**src/rtl/keypad_scanner_pkg.sv**
```systemverilog
// Shared definitions for the keypad scanner: key codes, the internal
// multi-key marker, the key map and a constant clog2 helper.
// Optional feature macro used by this slice: KEYPAD_STROBE_EN.
package keypad_scanner_pkg;

    localparam logic [4:0] KEY_0     = 5'd0;
    localparam logic [4:0] KEY_1     = 5'd1;
    localparam logic [4:0] KEY_2     = 5'd2;
    localparam logic [4:0] KEY_3     = 5'd3;
    localparam logic [4:0] KEY_4     = 5'd4;
    localparam logic [4:0] KEY_5     = 5'd5;
    localparam logic [4:0] KEY_6     = 5'd6;
    localparam logic [4:0] KEY_7     = 5'd7;
    localparam logic [4:0] KEY_8     = 5'd8;
    localparam logic [4:0] KEY_9     = 5'd9;
    localparam logic [4:0] KEY_A     = 5'd10;
    localparam logic [4:0] KEY_B     = 5'd11;
    localparam logic [4:0] KEY_C     = 5'd12;
    localparam logic [4:0] KEY_D     = 5'd13;
    localparam logic [4:0] KEY_E     = 5'd14;
    localparam logic [4:0] KEY_F     = 5'd15;
    localparam logic [4:0] KEY_NONE  = 5'd16;
    // Never leaves the scanner: marks a scan that saw two or more keys.
    localparam logic [4:0] KEY_MULTI = 5'h1F;

    // Bits needed to hold values 0..value-1, never less than one.
    function automatic int clog2(input int value);
        int width;
        width = 0;
        while ((1 << width) < value) width++;
        if (width < 1) width = 1;
        return width;
    endfunction

    // Physical keypad layout, row r / column c.
    function automatic logic [4:0] key_map(input logic [1:0] row, input logic [1:0] col);
        logic [4:0] code;
        case ({row, col})
            4'h0: code = KEY_1;
            4'h1: code = KEY_2;
            4'h2: code = KEY_3;
            4'h3: code = KEY_A;
            4'h4: code = KEY_4;
            4'h5: code = KEY_5;
            4'h6: code = KEY_6;
            4'h7: code = KEY_B;
            4'h8: code = KEY_7;
            4'h9: code = KEY_8;
            4'hA: code = KEY_9;
            4'hB: code = KEY_C;
            4'hC: code = KEY_E;
            4'hD: code = KEY_0;
            4'hE: code = KEY_F;
            default: code = KEY_D;
        endcase
        return code;
    endfunction

endpackage

```
**src/rtl/keypad_scanner_key_debouncer.sv**
```systemverilog
// Debounces full-scan results into the stable key code.
// With KEYPAD_STROBE_EN defined, also emits a one-cycle key_strobe on
// every new non-NONE key.
//
//   state     | meaning
//   ----------+----------------------------------------------------------
//   ST_STABLE | key matches the scans; waiting for a differing result
//   ST_CHECK  | counting consecutive scans equal to the candidate code
module key_debouncer
    import keypad_scanner_pkg::*;
#(
    parameter int DEBOUNCE_SCANS = 4
) (
    input  logic       clk,
    input  logic       rst,
    input  logic [4:0] scan_result,
    input  logic       scan_valid,
`ifdef KEYPAD_STROBE_EN
    output logic       key_strobe,
`endif
    output logic [4:0] key
);

    localparam int CNT_W = clog2(DEBOUNCE_SCANS + 1);
    localparam logic [CNT_W-1:0] CNT_MAX = '1;
    localparam logic [CNT_W-1:0] CNT_DONE = CNT_W'(DEBOUNCE_SCANS);

    localparam logic [0:0] ST_STABLE = 1'b0;
    localparam logic [0:0] ST_CHECK  = 1'b1;

    logic [0:0]       state, state_nx;
    logic [4:0]       cand, cand_nx;
    logic [CNT_W-1:0] cnt, cnt_nx;
    logic [4:0]       key_nx;
`ifdef KEYPAD_STROBE_EN
    logic             strobe_nx;
`endif

    // Next-state decode; only a valid scan result moves anything.
    always_comb begin
        state_nx = state;
        cand_nx  = cand;
        cnt_nx   = cnt;
        key_nx   = key;
`ifdef KEYPAD_STROBE_EN
        strobe_nx = 1'b0;
`endif
        if (scan_valid) begin
            case (state)
                ST_STABLE: begin
                    if (scan_result != key) begin
                        cand_nx  = scan_result;
                        cnt_nx   = CNT_W'(1);
                        state_nx = ST_CHECK;
                    end else begin
                        cnt_nx = '0;
                    end
                end
                default: begin
                    if (scan_result == cand) begin
                        cnt_nx = (cnt == CNT_MAX) ? cnt : cnt + CNT_W'(1);
                    end else begin
                        cand_nx = scan_result;
                        cnt_nx  = CNT_W'(1);
                    end
                end
            endcase
            // A run that reaches the target commits, except a multi-key
            // run which is simply dropped.
            if (state_nx == ST_CHECK && cnt_nx >= CNT_DONE) begin
                if (cand_nx != KEY_MULTI) begin
                    key_nx = cand_nx;
`ifdef KEYPAD_STROBE_EN
                    strobe_nx = (cand_nx != KEY_NONE) && (cand_nx != key);
`endif
                end
                state_nx = ST_STABLE;
                cnt_nx   = '0;
            end
        end
    end

    // Debouncer state registers.
    always_ff @(posedge clk or posedge rst) begin
        if (rst) begin
            state <= ST_STABLE;
            cand  <= KEY_NONE;
            cnt   <= '0;
            key   <= KEY_NONE;
`ifdef KEYPAD_STROBE_EN
            key_strobe <= 1'b0;
`endif
        end else begin
            state <= state_nx;
            cand  <= cand_nx;
            cnt   <= cnt_nx;
            key   <= key_nx;
`ifdef KEYPAD_STROBE_EN
            key_strobe <= strobe_nx;
`endif
        end
    end

endmodule

```
**src/rtl/keypad_scanner.sv**
```systemverilog
// 4x4 active-low keypad scanner: column synchronizer, row divider and
// drive, per-scan hit encoding, feeding key_debouncer.
// Optional macro KEYPAD_STROBE_EN adds the key_strobe output.
module keypad_scanner
    import keypad_scanner_pkg::*;
#(
    parameter int SCAN_DIV       = 10000,
    parameter int DEBOUNCE_SCANS = 4
) (
    input  logic       clk,
    input  logic       rst,
    input  logic [3:0] col_n,
    output logic [3:0] row_n,
`ifdef KEYPAD_STROBE_EN
    output logic       key_strobe,
`endif
    output logic [4:0] key
);

    localparam int DIV_W = clog2(SCAN_DIV);
    localparam logic [DIV_W-1:0] DIV_LAST = DIV_W'(SCAN_DIV - 1);

    logic [3:0]       col_s1, col_s2;
    logic [DIV_W-1:0] div_cnt;
    logic [1:0]       row_idx;
    logic             row_last;
    logic [11:0]      hit_lo;
    logic [15:0]      all_hits;
    logic [4:0]       hit_count;
    logic [4:0]       hit_code;
    logic [4:0]       scan_comb;
    logic [4:0]       scan_result;
    logic             scan_valid;

    assign row_last = (div_cnt == DIV_LAST);

    // Two-flop synchronizer for the asynchronous column inputs.
    always_ff @(posedge clk or posedge rst) begin
        if (rst) begin
            col_s1 <= 4'b1111;
            col_s2 <= 4'b1111;
        end else begin
            col_s1 <= col_n;
            col_s2 <= col_s1;
        end
    end

    // Row dwell divider and one-cold row drive, rotating 0->3->0.
    always_ff @(posedge clk or posedge rst) begin
        if (rst) begin
            div_cnt <= '0;
            row_idx <= 2'd0;
            row_n   <= 4'b1110;
        end else if (row_last) begin
            div_cnt <= '0;
            row_idx <= row_idx + 2'd1;
            row_n   <= ~(4'b0001 << (row_idx + 2'd1));
        end else begin
            div_cnt <= div_cnt + DIV_W'(1);
        end
    end

    // Latch hits for rows 0..2; row 3 is taken live at end of scan.
    always_ff @(posedge clk or posedge rst) begin
        if (rst) begin
            hit_lo <= '0;
        end else if (row_last) begin
            case (row_idx)
                2'd0:    hit_lo[3:0]  <= ~col_s2;
                2'd1:    hit_lo[7:4]  <= ~col_s2;
                2'd2:    hit_lo[11:8] <= ~col_s2;
                default: hit_lo       <= hit_lo;
            endcase
        end
    end

    // Encode the whole scan: none, the single key, or multi.
    always_comb begin
        all_hits  = {~col_s2, hit_lo};
        hit_count = '0;
        hit_code  = KEY_NONE;
        for (int i = 0; i < 16; i++) begin
            if (all_hits[i]) begin
                hit_count = hit_count + 5'd1;
                hit_code  = key_map(2'(i / 4), 2'(i % 4));
            end
        end
        if (hit_count == 5'd0) begin
            scan_comb = KEY_NONE;
        end else if (hit_count == 5'd1) begin
            scan_comb = hit_code;
        end else begin
            scan_comb = KEY_MULTI;
        end
    end

    // Register the scan result with a one-cycle valid pulse.
    always_ff @(posedge clk or posedge rst) begin
        if (rst) begin
            scan_result <= KEY_NONE;
            scan_valid  <= 1'b0;
        end else begin
            scan_valid <= row_last && (row_idx == 2'd3);
            if (row_last && (row_idx == 2'd3)) begin
                scan_result <= scan_comb;
            end
        end
    end

    key_debouncer #(
        .DEBOUNCE_SCANS(DEBOUNCE_SCANS)
    ) u_debouncer (
        .clk         (clk),
        .rst         (rst),
        .scan_result (scan_result),
        .scan_valid  (scan_valid),
`ifdef KEYPAD_STROBE_EN
        .key_strobe  (key_strobe),
`endif
        .key         (key)
    );

endmodule

```
**config.mk**
```make
export PLATFORM = sky130hd
export DESIGN_NAME = keypad_scanner
export DESIGN_NICKNAME = d
export VERILOG_FILES = /design/src/rtl/keypad_scanner_pkg.sv /design/src/rtl/keypad_scanner_key_debouncer.sv /design/src/rtl/keypad_scanner.sv
export SDC_FILE = /design/constraint.sdc
export NUM_CORES = 1
export LEC_CHECK = 0
export ABC_CLOCK_PERIOD_IN_PS = 27500
export CAP_MARGIN = 10
export CORE_MARGIN = 2
export CORE_UTILIZATION = 35
export DETAILED_ROUTE_END_ITERATION = 12
export GPL_TIMING_DRIVEN = 0
export SYNTH_ARGS = -nofsm -noshare
export SYNTH_HDL_FRONTEND = slang
export SYNTH_HIERARCHICAL = 1
export SYNTH_SLANG_ARGS = --single-unit
```
**constraint.sdc**
```tcl
create_clock -name clk -period 27.5 [get_ports clk]
set_input_delay 5.5 -clock clk [delete_from_list [all_inputs] [get_ports clk]]
set_output_delay 5.5 -clock clk [all_outputs]
set_load 0.02 [all_outputs]
```
=== After elaboration in Yosys (flattened, before gate mapping) ===
Cells that the tools add are included.

* $add $sub $neg: 18
* Bitwise gates (word level): 2
* Equality and inequality tests: 9
* Mux-type cells: 49
* Order comparisons: 1
* Reduce and logical (&&, ||, !) cells: 8
* Shifts and indexed selects: 1

{| class="wikitable"
|+ Operators with widths
! kind !! number
|-
| 5-bit 2-to-1 mux || 37
|-
| 5-bit by 1-bit adder with 5-bit output, second input constant || 15
|-
| 3-bit 2-to-1 mux || 5
|-
| 14-bit by 1-bit adder with 14-bit output, second input constant || 1
|-
| 14-bit == test, second input constant || 1
|-
| 14-bit 2-to-1 mux || 1
|-
| 4-bit NOT || 2
|-
| 1-bit 2-to-1 mux || 6
|-
| 2-bit AND reduction || 3
|-
| 5-bit by 1-bit == test with 1-bit output, second input constant || 1
|-
| 5-bit == test || 1
|-
| 5-bit zero test || 1
|-
| 5-bit inequality test || 1
|-
| 5-bit inequality test, second input constant || 1
|-
| 2-bit == test, second input constant || 2
|-
| 1-bit by 2-bit << shifter with 4-bit output, first input constant || 1
|-
| 3-bit by 1-bit adder with 3-bit output, second input constant || 1
|-
| 3-bit == test, second input constant || 1
|-
| 3-bit >= comparator, second input constant || 1
|-
| 3-bit AND reduction || 1
|-
| 2-bit by 1-bit adder with 2-bit output, second input constant || 1
|-
| 2-bit by 1-bit == test with 1-bit output, second input constant || 1
|-
| 1-bit logical AND || 2
|-
| 2-bit zero test || 1
|}

* Register bits after elaboration: 60
* Output and inout bits: 9
* Logic and storage cells: 102

=== Logic depth before layout (Yosys ltp) ===
Gate-level depths: netlist of the first run.

* Word-level depth: 34
* Depth in mapped cells: 49
* Mapped depth without buffers: 49

=== Modules after synthesis ===
The synthesis of the first run kept the hierarchy.

{| class="wikitable"
|+ Modules (own cells, without submodules)
! module !! times used !! cells an instance !! area each (sq um)
|-
| keypad_scanner || 1 || 403 || 3590.9
|-
| key_debouncer || 1 || 70 || 817.0
|}

=== Worst setup path after synthesis of the first run ===
Ideal clock, no wire load.

* Path kind: reg-to-reg
* From: register hit_lo[0]
* To: register scan_result[0]
* Path slack: 18.485 ns
* Cell stages (with the launch flop): 49
* Buffers on the path: 0
* Arrival time: 8.887 ns
* Period minus slack after synthesis: 9.015 ns
* Path through: dfrtp_1 -> ha_1 -> or2_1 -> and2_1 -> ha_1 -> nand2_1 -> o21ai_0 -> ha_1 -> mux2_2 -> ha_1 -> a221oi_1 -> inv_1 -> ha_1 -> nand2b_1 -> a21boi_0 -> ha_1 -> mux2i_1 -> a21o_1 -> [13 not listed] -> mux2i_1 -> a21oi_1 -> ha_1 -> nand2_1 -> nand2_1 -> ha_1 -> nor2_1 -> a31oi_1 -> ha_1 -> nand2b_1 -> nand2_1 -> ha_1 -> or3_1 -> a21o_1 -> o21ai_0 -> nand4_1 -> mux2i_1 -> a21oi_1

* Longest elaborated chain between the ends: 34
* Elaborated cells between the ends (all ways): 51
* Classes of those cells: add/sub: 15; eq/ne: 1; mux: 34; reduce/logical: 1

{| class="wikitable"
|+ RTL lines
! element !! line !! RTL
|-
| start, declared || keypad_scanner.sv:27 || <nowiki>logic [11:0] hit_lo;</nowiki>
|-
| start signal, assigned || keypad_scanner.sv:69 || <nowiki>2'd0: hit_lo[3:0] <= ~col_s2;</nowiki>
|-
| start signal, assigned || keypad_scanner.sv:72 || <nowiki>default: hit_lo <= hit_lo;</nowiki>
|-
| 1-bit 2-to-1 mux || keypad_scanner.sv:83 || <nowiki>if (all_hits[i]) begin</nowiki>
|-
| 5-bit by 1-bit adder with 5-bit output || keypad_scanner.sv:84 || <nowiki>hit_count = hit_count + 5'd1;</nowiki>
|-
| 5-bit 2-to-1 mux || keypad_scanner.sv:83 ||
|-
| 5-bit by 1-bit adder with 5-bit output || keypad_scanner.sv:84 ||
|-
| 5-bit 2-to-1 mux || keypad_scanner.sv:83 ||
|-
| 5-bit by 1-bit adder with 5-bit output || keypad_scanner.sv:84 ||
|-
| 5-bit 2-to-1 mux || keypad_scanner.sv:83 ||
|-
| 5-bit by 1-bit adder with 5-bit output || keypad_scanner.sv:84 ||
|-
| [18 not listed] || n/a ||
|-
| 5-bit 2-to-1 mux || keypad_scanner.sv:83 ||
|-
| 5-bit by 1-bit adder with 5-bit output || keypad_scanner.sv:84 ||
|-
| 5-bit 2-to-1 mux || keypad_scanner.sv:83 ||
|-
| 5-bit by 1-bit adder with 5-bit output || keypad_scanner.sv:84 ||
|-
| 5-bit 2-to-1 mux || keypad_scanner.sv:83 ||
|-
| 5-bit by 1-bit == test with 1-bit output || keypad_scanner.sv:90 || <nowiki>end else if (hit_count == 5'd1) begin</nowiki>
|-
| 5-bit 2-to-1 mux || keypad_scanner.sv:90 ||
|-
| 5-bit 2-to-1 mux * || keypad_scanner.sv:88 || <nowiki>if (hit_count == 5'd0) begin</nowiki>
|-
| end signal, assigned || keypad_scanner.sv:105 || <nowiki>scan_result <= scan_comb;</nowiki>
|-
| end, declared || keypad_scanner.sv:32 || <nowiki>logic [4:0] scan_result;</nowiki>
|}

Every way passes the cells marked *; elsewhere a longest branch is shown, timed or not.
A chain may end at the register's enable or synchronous reset.

=== Worst setup path in the final report of the first run ===
Ends and elaborated chain as after synthesis.

==> summary.txt, run 1 <==
Flow run
  • Max Cap Viol: 0

Critical path
  • Most used cell, CP: ha_1
  • Crit path kind: register to register
  • CP Data Required Time: between 20 and 30 ns
  • R2r setup slk: around 17 ns
  • Crit-path max FO: 4
  • Reg2Reg Depth: 48
  • CP startpoint kind: register
  • Critical Path End Type: register
  • Worst EP arrival: approximately 11 ns
  • Critical path's slowest cell: a221oi_1
  • CP peak stage delay: 0.59 ns

Layout
  • Most frequent cells in the layout: nand2_1, dfrtp_1, nor2_1
  • Final Util: a little over two fifths
  • Design Area, Final: about 5100 sq um
  • Layout area overhead: 15.7%
  • Number of fill cells: 1171
  • Fin nets: between 500 and 600
  • # diodes: 0
  • Fraction of layout cells with a size suffix above 1: 12.7%
  • Commonest non-fill, non-tap cell in the layout: nand2_1

Synth
  • Largest area contributor in the netlist: dfrtp_1
  • Cells after Synth: roughly 470
  • Top post-synthesis cells by area: dfrtp_1, dfstp_2, ha_1, xnor2_1, xor2_1
  • Cell area after synthesis: about 4400 sq um
  • Synth Warn #: 6
  • Syn_nets: ~500
  • Yosys reg bits: 60
  • Main synth FF type: dfrtp_1
  • Sequential share of the synthesized area: around a third
  • Synth top area share: about a quarter
  • Number of flops mapped to enable cells by yosys: 0
  • Library cells used by synthesis: 67
  • Syn Area/Cell: roughly 9.3 sq um
  • FFs w/ async S/R, synth: 100%

STA
  • Slew Viols, Final: 0
  • Final setup viols: 0
  • Final Cycle Share: between 30% and 40%
  • Fin. Hold Viols: 0
  • Tightest Pin Transition: about 0.61 ns
  • Min Clock Period, post-route: approximately 10 ns
  • Clock skew: 0.00890 ns
  • Slew Limit Headroom: about three fifths
  • RSZ-0062 raised after global routing: no
  • Worst hold slack: 0.354 ns
  • F_max: between 90 and 100 MHz
  • Final worst slack: 17.19 ns
  • Setup TNS: 0 ns

Placement
  • Placed inst area: approximately 4800 sq um
  • DP HPWL: 6870 microns
  • Pre-CTS setup slack: approximately 17 ns
  • Placer's final routability congestion estimate: about 0.83
  • Port Buffer Count: 14

Routing
  • Residual DRC: 0
  • Drt first pass iters: 4
  • DR vias: roughly 3400
  • ANT nets after route: 0
  • DR vias/cell: 5.03
  • Routed wire per std cell: 13.6 microns
  • Routed WL: 9180 microns
  • Detailed router's first-iteration violation count: 177

CTS
  • Clk_lat worst skew: between 0.3 and 0.4 ns
  • Hold Buf Count CTS: 0
  • CTS tree: yes
  • CTS clk-pin slew, worst paths: ~0.050 ns
  • CTS HTree Levels: 3
  • Post-cts resize count: 0
  • Clock Path Buffers: 2
  • Total clock sinks: 60
  • CTS buffer count: 9
  • Root buf cell: clkbuf_16
  • Postcts setup bufs: 0

Global routing
  • GRT Overall Usage: 15.3%
  • Total grt overflow: 0
  • GRT busiest layer: met2
  • Largest net degree at the start of global routing: 44
  • Met1 Resource Use GR: between 20% and 30%
  • Global-route wire length before repair: 16500 microns
  • Vias in the first global route: around 3400
  • Initial antenna violation count: 0
  • M2 GR Usage: 24.6%
  • Met3 GRT Util: 2.91%

Die
  • Die Ht: ~120 microns
  • Starting Density: 36.2%
  • I/O pins: 15
  • FP Rows: 40
  • Die Area: 13500 sq um
  • Core Area: ~12000 sq um
  • Die width: approximately 120 microns

Pwr
  • Power per cell area: ~43 nW/um^2
  • Max VDD drop: ~0.034 mV
  • Leak pwr: approximately 2.2 nW

Worst hold path
  • Worst hold path class: register to register
  • Hold Path Stages: 0

Run status
  • Status: finished, final reports clean
==> worst max-delay path, delay by kind of cell, from the launching register on <==
family / cells / cell delay, ns
and+or+nand+nor: 15 / 2.09
DFF: 1 / 0.41
AOI/OAI and AO/OA: 12 / 2.37
adders and majority gates: 14 / 4.18
muxes: 4 / 0.83
buffers and inverters: 3 / 0.27
==> where the power goes <==
part / internal [mW] / leakage (nW) / switching, mW
Sequential: 0.0895 / 0.774 / 0.000412
Clock: 0.0788 / 0.155 / 0.0410
Combinational: 0.00361 / 1.29 / 0.00588
Total: 0.172 / 2.22 / 0.0473
==> state kept, by name (all words and copies together) (netlist names), 4 cells and up <==
register          flops
scan_result           5
row_n                 4
col_s2                4
div_cnt              14
u_debouncer/cand      5
u_debouncer/key       5
hit_lo               12
col_s1                4
==> cell type report <==
cell class / instances / area [sq um] / area share, %
clock buffer: 9 / 225 / 4.42
clock inverter: 7 / 91.3 / 1.79
tap: 168 / 210 / 4.12
buffer: 19 / 85.1 / 1.67
inverter: 17 / 63.8 / 1.25
timing repair buffer: 16 / 165 / 3.24
sequential: 60 / 1520 / 29.8
multi-input combinational: 377 / 2740 / 53.7
==> per-stage QoR <==
stage	instances	total power, mW
3_5_place_dp	656	0.101
3_3_place_gp	655	0.100
6_report	673	0.219
5_1_grt	673	0.227
2_1_floorplan	473	0.0978
4_1_cts	672	0.222
==> cell usage after synthesis, types with 3 or more instances <==
cell / instances
a211oi_1: 4
a21boi_0: 5
a21o_1: 3
a21oi_1: 13
a2bb2oi_1: 3
a31oi_1: 6
and3_1: 5
clkbuf_1: 15
dfrtp_1: 46
dfstp_2: 14
ha_1: 23
inv_1: 17
mux2_2: 6
mux2i_1: 13
nand2_1: 59
nand2b_1: 6
nand3_1: 19
nand4_1: 4
nor2_1: 42
nor2b_1: 6
nor3_1: 12
nor4b_1: 3
o21a_1: 3
o21ai_0: 26
o22ai_1: 4
xnor2_1: 31
xnor3_1: 3
xor2_1: 27
==> cells by family after synthesis <==
group	after synthesis	synth area share, %
AOI/OAI and AO/OA	85	12.5
xor gates and xnor gates	70	17.4
adders and majority gates	23	6.53
buffers and inverters	36	3.38
DFF	60	34.5
muxes	21	5.17
and+or+nand+nor	178	20.5
==> final timing paths <==
kind | start | endpoint
worst max-delay path | hit_lo[0]$_DFFE_PP0P_ | scan_result[0]$_DFFE_PP0P_
worst min-delay path | col_s1[3]$_DFF_PP1_ | col_s2[3]$_DFF_PP1_
worst max register to register | hit_lo[0]$_DFFE_PP0P_ | scan_result[0]$_DFFE_PP0P_
worst min register to register | col_s1[3]$_DFF_PP1_ | col_s2[3]$_DFF_PP1_
max in group asynchronous | rst | u_debouncer/cand[3]$_DFFE_PP0P_
min in group asynchronous | rst | scan_result[3]$_DFFE_PP0P_
==> routing by layer <==
metal / share of wire [%] / vias up
met2: 46 / 48
li1: - / 1711
met1: 50 / 1612
met3: 2.4 / 15
met4: 1.8 / 0
met5: 0 / -
Power figures use the tool's default switching activity.
==> inputs of run 2 (changes only) <==
- ABC_CLOCK_PERIOD_IN_PS: 27500 -> 9400
- clock period: 27.5 -> 9.4 ns (I/O delays scaled with it)
==> run 2 against run 1 <==
Flip-flop and latch count is the same. Die area is the same. Global-route usage up 0.35 points. Worst setup slack got worse by 17 ns. First-iteration DRC count up 2.8%. Combinational power grew to 3.4 times the previous value. Wire length increased by 8.2%. Register-to-register slack got worse by 17 ns. Largest power group unchanged. Count of clock-buffer cells in the layout did not move. Sequential share of layout area fell by 1.9 points.
==> summary.txt, run 2 (same netlist as run 1, synthesis figures left out) <==
Run status
  • Status: finished, final reports clean

Critical path
  • Most used cell, CP: ha_1
  • Critical path's slowest cell: dfrtp_2
  • Crit path kind: register to register
  • Reg2Reg Depth: 49 (+2.1%)
  • CP peak stage delay: 0.41 ns (-0.18 ns)
  • R2R Path Start: hit_lo[1]$_DFFE_PP0P_
  • Worst EP arrival: 9.36 ns (-1.15 ns)
  • Reg2Reg Capture Point: scan_result[0]$_DFFE_PP0P_
  • Critical Path End Type: register
  • R2r setup slk: 0.24 ns (-16.95 ns)
  • CP startpoint kind: register
  • CP Data Required Time: 9.60 ns (-18.10 ns)
  • Crit-path max FO: 6 (+2)

Routing
  • Detailed router's first-iteration violation count: 182 (+2.8%)
  • Routed wire per std cell: 14.3 microns (+5.1%)
  • ANT nets after route: 0 (unchanged)
  • Residual DRC: 0 (unchanged)
  • DR vias/cell: 5.08 (+0.87%)
  • Routed WL: 9930 microns (+8.2%)
  • Drt first pass iters: 4 (unchanged)
  • DR vias: 3517 (+3.9%)

Pwr
  • Max VDD drop: 0.0995 mV (+190%)
  • Leak pwr: 2.34 nW (+5.1%)
  • Gate power share: 4.9% (+0.6 points)
  • Overall Power: 0.646 mW (+190%)
  • Clk pwr share: 54.3% (-0.4 points)
  • Int Power: 0.505 mW (+190%)
  • Net Sw Frac: 21.8% (+0.17 points)
  • Sequential share of power: 40.7% (-0.3 points)
  • Switching Power: 0.141 mW (+200%)
  • Power per cell area: 118 nW/um^2 (+180%)

Layout
  • Reg with most FFs: div_cnt
  • Fraction of layout cells with a size suffix above 1: 23.0% (+10 points)
  • Max FFs per register: 14 (unchanged)
  • Biggest regs: div_cnt: 14 flops, hit_lo: 12 flops
  • Final non-filler cell total: 693 (+3.0%)
  • Fin nets: 549 (+3.8%)
  • Commonest non-fill, non-tap cell in the layout: nand2_1
  • Layout area overhead: 23.7%
  • # diodes: 0 (unchanged)
  • Most frequent cells in the layout: nand2_1, dfrtp_1, nor2_1

STA
  • Final Cycle Share: 97.5% (+60 points)
  • F_max: 109 MHz (+13%)
  • Tightest Pin Transition: 0.588 ns (-0.0241 ns)
  • Slew Limit Headroom: 60.8% (+1.6 points)
  • Final setup viols: 0 (unchanged)
  • Min Clock Period, post-route: 9.16 ns (-1.15 ns)
  • Slew Viols, Final: 0 (unchanged)
  • Fin. Hold Viols: 0 (unchanged)
  • Clock skew: 0.00895 ns (+0.0000421 ns)
  • Worst hold slack: 0.353 ns (-0.000412 ns)

Worst hold path
  • Hold Path Stages: 0 (unchanged)
  • Hold Crit Start: col_s1[3]$_DFF_PP1_
  • Hold Path Sink: col_s2[3]$_DFF_PP1_
  • Worst hold path class: register to register

Global routing
  • Largest net degree at the start of global routing: 44 (unchanged)
  • Global-route wire length before repair: 16900 microns (+2.6%)
  • Vias in the first global route: 3550 (+3.1%)
  • GRT Overall Usage: 15.6% (+0.35 points)
  • Total grt overflow: 0 (unchanged)
  • Initial antenna violation count: 0 (unchanged)

CTS
  • CTS buffer count: 9 (unchanged)
  • CTS tree: yes
  • CTS HTree Levels: 3 (unchanged)
  • CTS clk-pin slew, worst paths: 0.05 ns (about the same)
  • Root buf cell: clkbuf_16
  • Clock Path Buffers: 2 (unchanged)
  • Hold Buf Count CTS: 0 (unchanged)
  • Clk_lat worst skew: 0.34 ns (about the same)
  • Total clock sinks: 60 (unchanged)

Placement
  • Post-Place Cells: 656 (unchanged)
  • Port Buffer Count: 14 (unchanged)
  • DP HPWL: 6870 microns (unchanged)
  • Placer's final routability congestion estimate: 0.826 (unchanged)

Die
  • FP Rows: 40 (unchanged)
  • Die Ht: 116 microns (unchanged)
  • Die Area: 13500 sq um (unchanged)
  • Core Area: 12200 sq um (unchanged)
  • Die width: 116 microns (unchanged)
  • I/O pins: 15 (unchanged)
  • Starting Density: 36.2% (unchanged)

Flow run
  • Max Cap Viol: 0 (unchanged)
-- run 2: cell count changes in the layout (fill, tap and decap cells not counted), sizes merged --
cell  previous run  this run
buf              6        26
-- run 2: cell type report --
class	count	area [sq um]
Fill cell	1134	6710
Multi-Input combinational cell	377	2940
Sequential cell	60	1520
Timing Repair Buffer	36	315
Clock buffer	9	225
Tap cell	168	210
Clock inverter	7	91.3
Buffer	19	85.1
Inverter	17	63.8
-- run 2: metrics by stage --
stage / util (%) / cell area [sq um] / setup slack, ns / setup TNS, ns
after floorplan: - / 4410 / 0.385 / 0
after global placement: 39.1 / 4760 / -0.522 / -2.27
after detailed placement: 39.3 / 4780 / -0.775 / -3.51
after CTS: 42.8 / 5210 / 0.00568 / 0
after global routing: 44.8 / 5450 / -0.175 / -0.531
final: 44.8 / 5450 / 0.238 / 0
-- run 2: layer usage --
| metal | GRT usage [%] | vias to the layer above | part of all wire [%] |
|---|---|---|---|
| met5 | 0 | - | 0 |
| met4 | 5.48 | 0 | 1.7 |
| met3 | 2.91 | 15 | 2.7 |
| met2 | 25.4 | 56 | 49 |
| met1 | 20.9 | 1693 | 47 |
| li1 | - | 1753 | - |
-- run 2: critical path: cells and delay by family, from the launching register on --
family / cells / cell delay (ns)
buffers and inverters: 5 / 0.41
flip-flops: 1 / 0.41
AND/OR/NAND/NOR: 13 / 1.56
adder cells (fa/ha/maj): 14 / 3.76
XOR/XNOR: 1 / 0.14
multiplexers: 4 / 1.03
AO/OA/AOI/OAI: 12 / 1.71
-- run 2: repair_timing --
action                                  CTS  global route
endpoints found under the setup margin    5             5
gates resized for setup                  10            37
pin swaps                                 6            15
setup buffers                            10            10
-- run 2: power by group through the flow --
stage	Combinational (mW)	Sequential, mW	Clock, mW
final	0.0318	0.263	0.351
after global placement	0.0261	0.267	0
after CTS	0.0286	0.263	0.357
after detailed placement	0.0280	0.267	0
after floorplan	0.0194	0.267	0
after global routing	0.0360	0.263	0.370
-- run 2: worst max-delay path by stage --
stage,start,to
2_1_floorplan,hit_lo[0]$_DFFE_PP0P_,scan_result[0]$_DFFE_PP0P_
4_1_cts,hit_lo[0]$_DFFE_PP0P_,scan_result[3]$_DFFE_PP0P_
3_3_place_gp,hit_lo[0]$_DFFE_PP0P_,scan_result[0]$_DFFE_PP0P_
6_report,hit_lo[1]$_DFFE_PP0P_,scan_result[0]$_DFFE_PP0P_
5_1_grt,hit_lo[1]$_DFFE_PP0P_,scan_result[0]$_DFFE_PP0P_
3_5_place_dp,hit_lo[0]$_DFFE_PP0P_,scan_result[0]$_DFFE_PP0P_
==> inputs of run 3 (changes only) <==
- CORE_ASPECT_RATIO: default -> 0.5
==> run 3 against run 2 <==
Sequential power is essentially flat. Power down 8.1%. Non-clock buffer count shrank 2. Final area shrank 1.8%. Worst setup slack gained 0.22 ns. Combinational power shrank 7.5%. Sequential share of layout area up 0.52 points. Utilization down 0.42 points. Cell count is 0.72% lower. Flip-flop and latch count is the same. Largest cell class unchanged.
==> summary.txt, run 3 (same netlist as run 1, synthesis figures left out) <==
Layout
  • Commonest non-fill, non-tap cell in the layout: nand2_1
  • Fraction of layout cells with a size suffix above 1: 21.2% (-1.8 points)
  • Design Area, Final: 5350 sq um (-1.8%)
  • Reg with most FFs: div_cnt
  • Fin nets: 547 (-0.36%)
  • Number of fill cells: 1167 (+2.9%)
  • # diodes: 0 (unchanged)
  • Layout area overhead: 21.4%
  • Most frequent cells in the layout: nand2_1, dfrtp_1, nor2_1
  • Final non-filler cell total: 688 (-0.72%)
  • Biggest regs: div_cnt: 14 flops, hit_lo: 12 flops
  • Max FFs per register: 14 (unchanged)

CTS
  • Total clock sinks: 60 (unchanged)
  • CTS buffer count: 9 (unchanged)
  • CTS tree: yes
  • CTS clk-pin slew, worst paths: 0.06 ns (about the same)
  • Root buf cell: clkbuf_16
  • Clk_lat worst skew: 0.33 ns (about the same)
  • Hold Buf Count CTS: 0 (unchanged)
  • CTS HTree Levels: 3 (unchanged)
  • Clock Path Buffers: 2 (unchanged)

Global routing
  • Met3 GRT Util: 3.30% (+0.39 points)
  • GRT Overall Usage: 14.3% (-1.3 points)
  • Initial antenna violation count: 0 (unchanged)
  • M2 GR Usage: 21.9% (-3.5 points)
  • Global-route wire length before repair: 15700 microns (-7.0%)
  • GRT busiest layer: met2
  • Largest net degree at the start of global routing: 33 (-25%)
  • Total grt overflow: 0 (unchanged)
  • Vias in the first global route: 3239 (-8.8%)
  • Met1 Resource Use GR: 20.4% (-0.51 points)

Run status
  • Status: finished, final reports clean

Pwr
  • Max VDD drop: 0.0637 mV (-36%)
  • Power per cell area: 111 nW/um^2 (-6.4%)
  • Leak pwr: 2.30 nW (-1.8%)
  • Overall Power: 0.593 mW (-8.1%)

Critical path
  • CP peak stage delay: 0.41 ns (about the same)
  • CP startpoint kind: register
  • Crit-path max FO: 7 (+1)
  • Most used cell, CP: ha_1
  • Critical path's slowest cell: dfrtp_2
  • Crit path kind: register to register
  • CP Data Required Time: 9.59 ns (about the same)
  • Worst EP arrival: 9.13 ns (-0.23 ns)
  • Critical Path End Type: register

Routing
  • Routed wire per std cell: 13.6 microns (-5.0%)
  • Residual DRC: 0 (unchanged)
  • Routed WL: 9370 microns (-5.7%)
  • DR vias: 3453 (-1.8%)
  • ANT nets after route: 0 (unchanged)
  • Drt first pass iters: 4 (unchanged)
  • DR vias/cell: 5.02 (-1.1%)
  • Detailed router's first-iteration violation count: 200 (+9.9%)

Die
  • Die Area: 13600 sq um (+0.40%)
  • Core Area: 12100 sq um (-0.91%)
  • FP Rows: 28 (-30%)
  • Die width: 163 microns (+40%)
  • Die Ht: 83.4 microns (-28%)
  • I/O pins: 15 (unchanged)
  • Starting Density: 36.6% (+0.33 points)

STA
  • Slew Viols, Final: 0 (unchanged)
  • Min Clock Period, post-route: 8.94 ns (-0.223 ns)
  • Setup TNS: 0 ns (unchanged)
  • Clock skew: 0.00774 ns (-0.00120 ns)
  • Worst hold slack: 0.354 ns (+0.000730 ns)
  • Slew Limit Headroom: 57.3% (-3.5 points)
  • Fin. Hold Viols: 0 (unchanged)
  • Tightest Pin Transition: 0.636 ns (+0.0480 ns)
  • F_max: 112 MHz (+2.5%)
  • Final setup viols: 0 (unchanged)
  • Final Cycle Share: 95.1% (-2.4 points)

Placement
  • Port Buffer Count: 14 (unchanged)
  • DP HPWL: 6840 microns (-0.42%)
  • Placer's final routability congestion estimate: 0.770 (-6.8%)
  • Post-Place Cells: 653 (-0.46%)
  • Placed inst area: 4770 sq um (about the same)

Flow run
  • Max Cap Viol: 0 (unchanged)

Worst hold path
  • Worst hold path class: register to register
==> run 3: critical path: cells and delay by family (launching register included) <==
family | cells | cell delay (ns)
mux | 4 | 0.93
flops | 1 | 0.41
fa+ha+maj | 14 | 3.76
simple gates | 13 | 1.42
buf+inv | 5 | 0.42
xor+xnor | 1 | 0.14
compound gates | 12 | 1.67
==> run 3: timing repair <==
| action | in CTS | in global routing |
|---|---|---|
| buffers inserted | 9 | 9 |
| endpoints found under the setup margin | 5 | 5 |
| pin swaps | 6 | 10 |
| hold endpoints to repair | 0 | 0 |
| resized for setup | 11 | 28 |
==> run 3: final timing paths <==
path | start | end | slack, ns | depth (start not counted)
max | hit_lo[1]$_DFFE_PP0P_ | scan_result[2]$_DFFE_PP0P_ | 0.46 | 49
min | col_s1[1]$_DFF_PP1_ | col_s2[1]$_DFF_PP1_ | 0.35 | 0
max reg2reg | hit_lo[1]$_DFFE_PP0P_ | scan_result[2]$_DFFE_PP0P_ | 0.46 | 49
min reg2reg | col_s1[1]$_DFF_PP1_ | col_s2[1]$_DFF_PP1_ | 0.35 | 0
max in group asynchronous | rst | row_n[1]$_DFFE_PP1N_ | 6.99 | 3
min in group asynchronous | rst | scan_valid$_DFF_PP0_ | 1.87 | 2
==> run 3: stage by stage <==
stage	utilization, %	worst slack [ns]
2_1_floorplan	-	0.385
3_3_place_gp	39.5	-0.562
3_5_place_dp	39.6	-0.696
4_1_cts	42.9	0.00716
5_1_grt	44.4	-0.0261
6_report	44.4	0.461
==> run 3: power breakdown <==
part           switching (mW)  internal [mW]
Combinational          0.0179         0.0115
Sequential            0.00110          0.262
Clock                   0.117          0.185
==> run 3: cell type report <==
class	instances	area [sq um]	area share [%]
multi-input cells	377	2900	54.1
flip-flops and latches	60	1520	28.4
repair buffers	34	300	5.61
clock buffers	10	239	4.47
well taps	165	206	3.86
plain buffers	19	85.1	1.59
inverters	17	63.8	1.19
clock inverters	6	38.8	0.725
==> run 3: per-layer routing <==
metal	routed length [microns]	up-vias
met1	4830	1662
met5	0	-
met2	4160	39
met4	84	0
met3	298	9
li1	-	1743
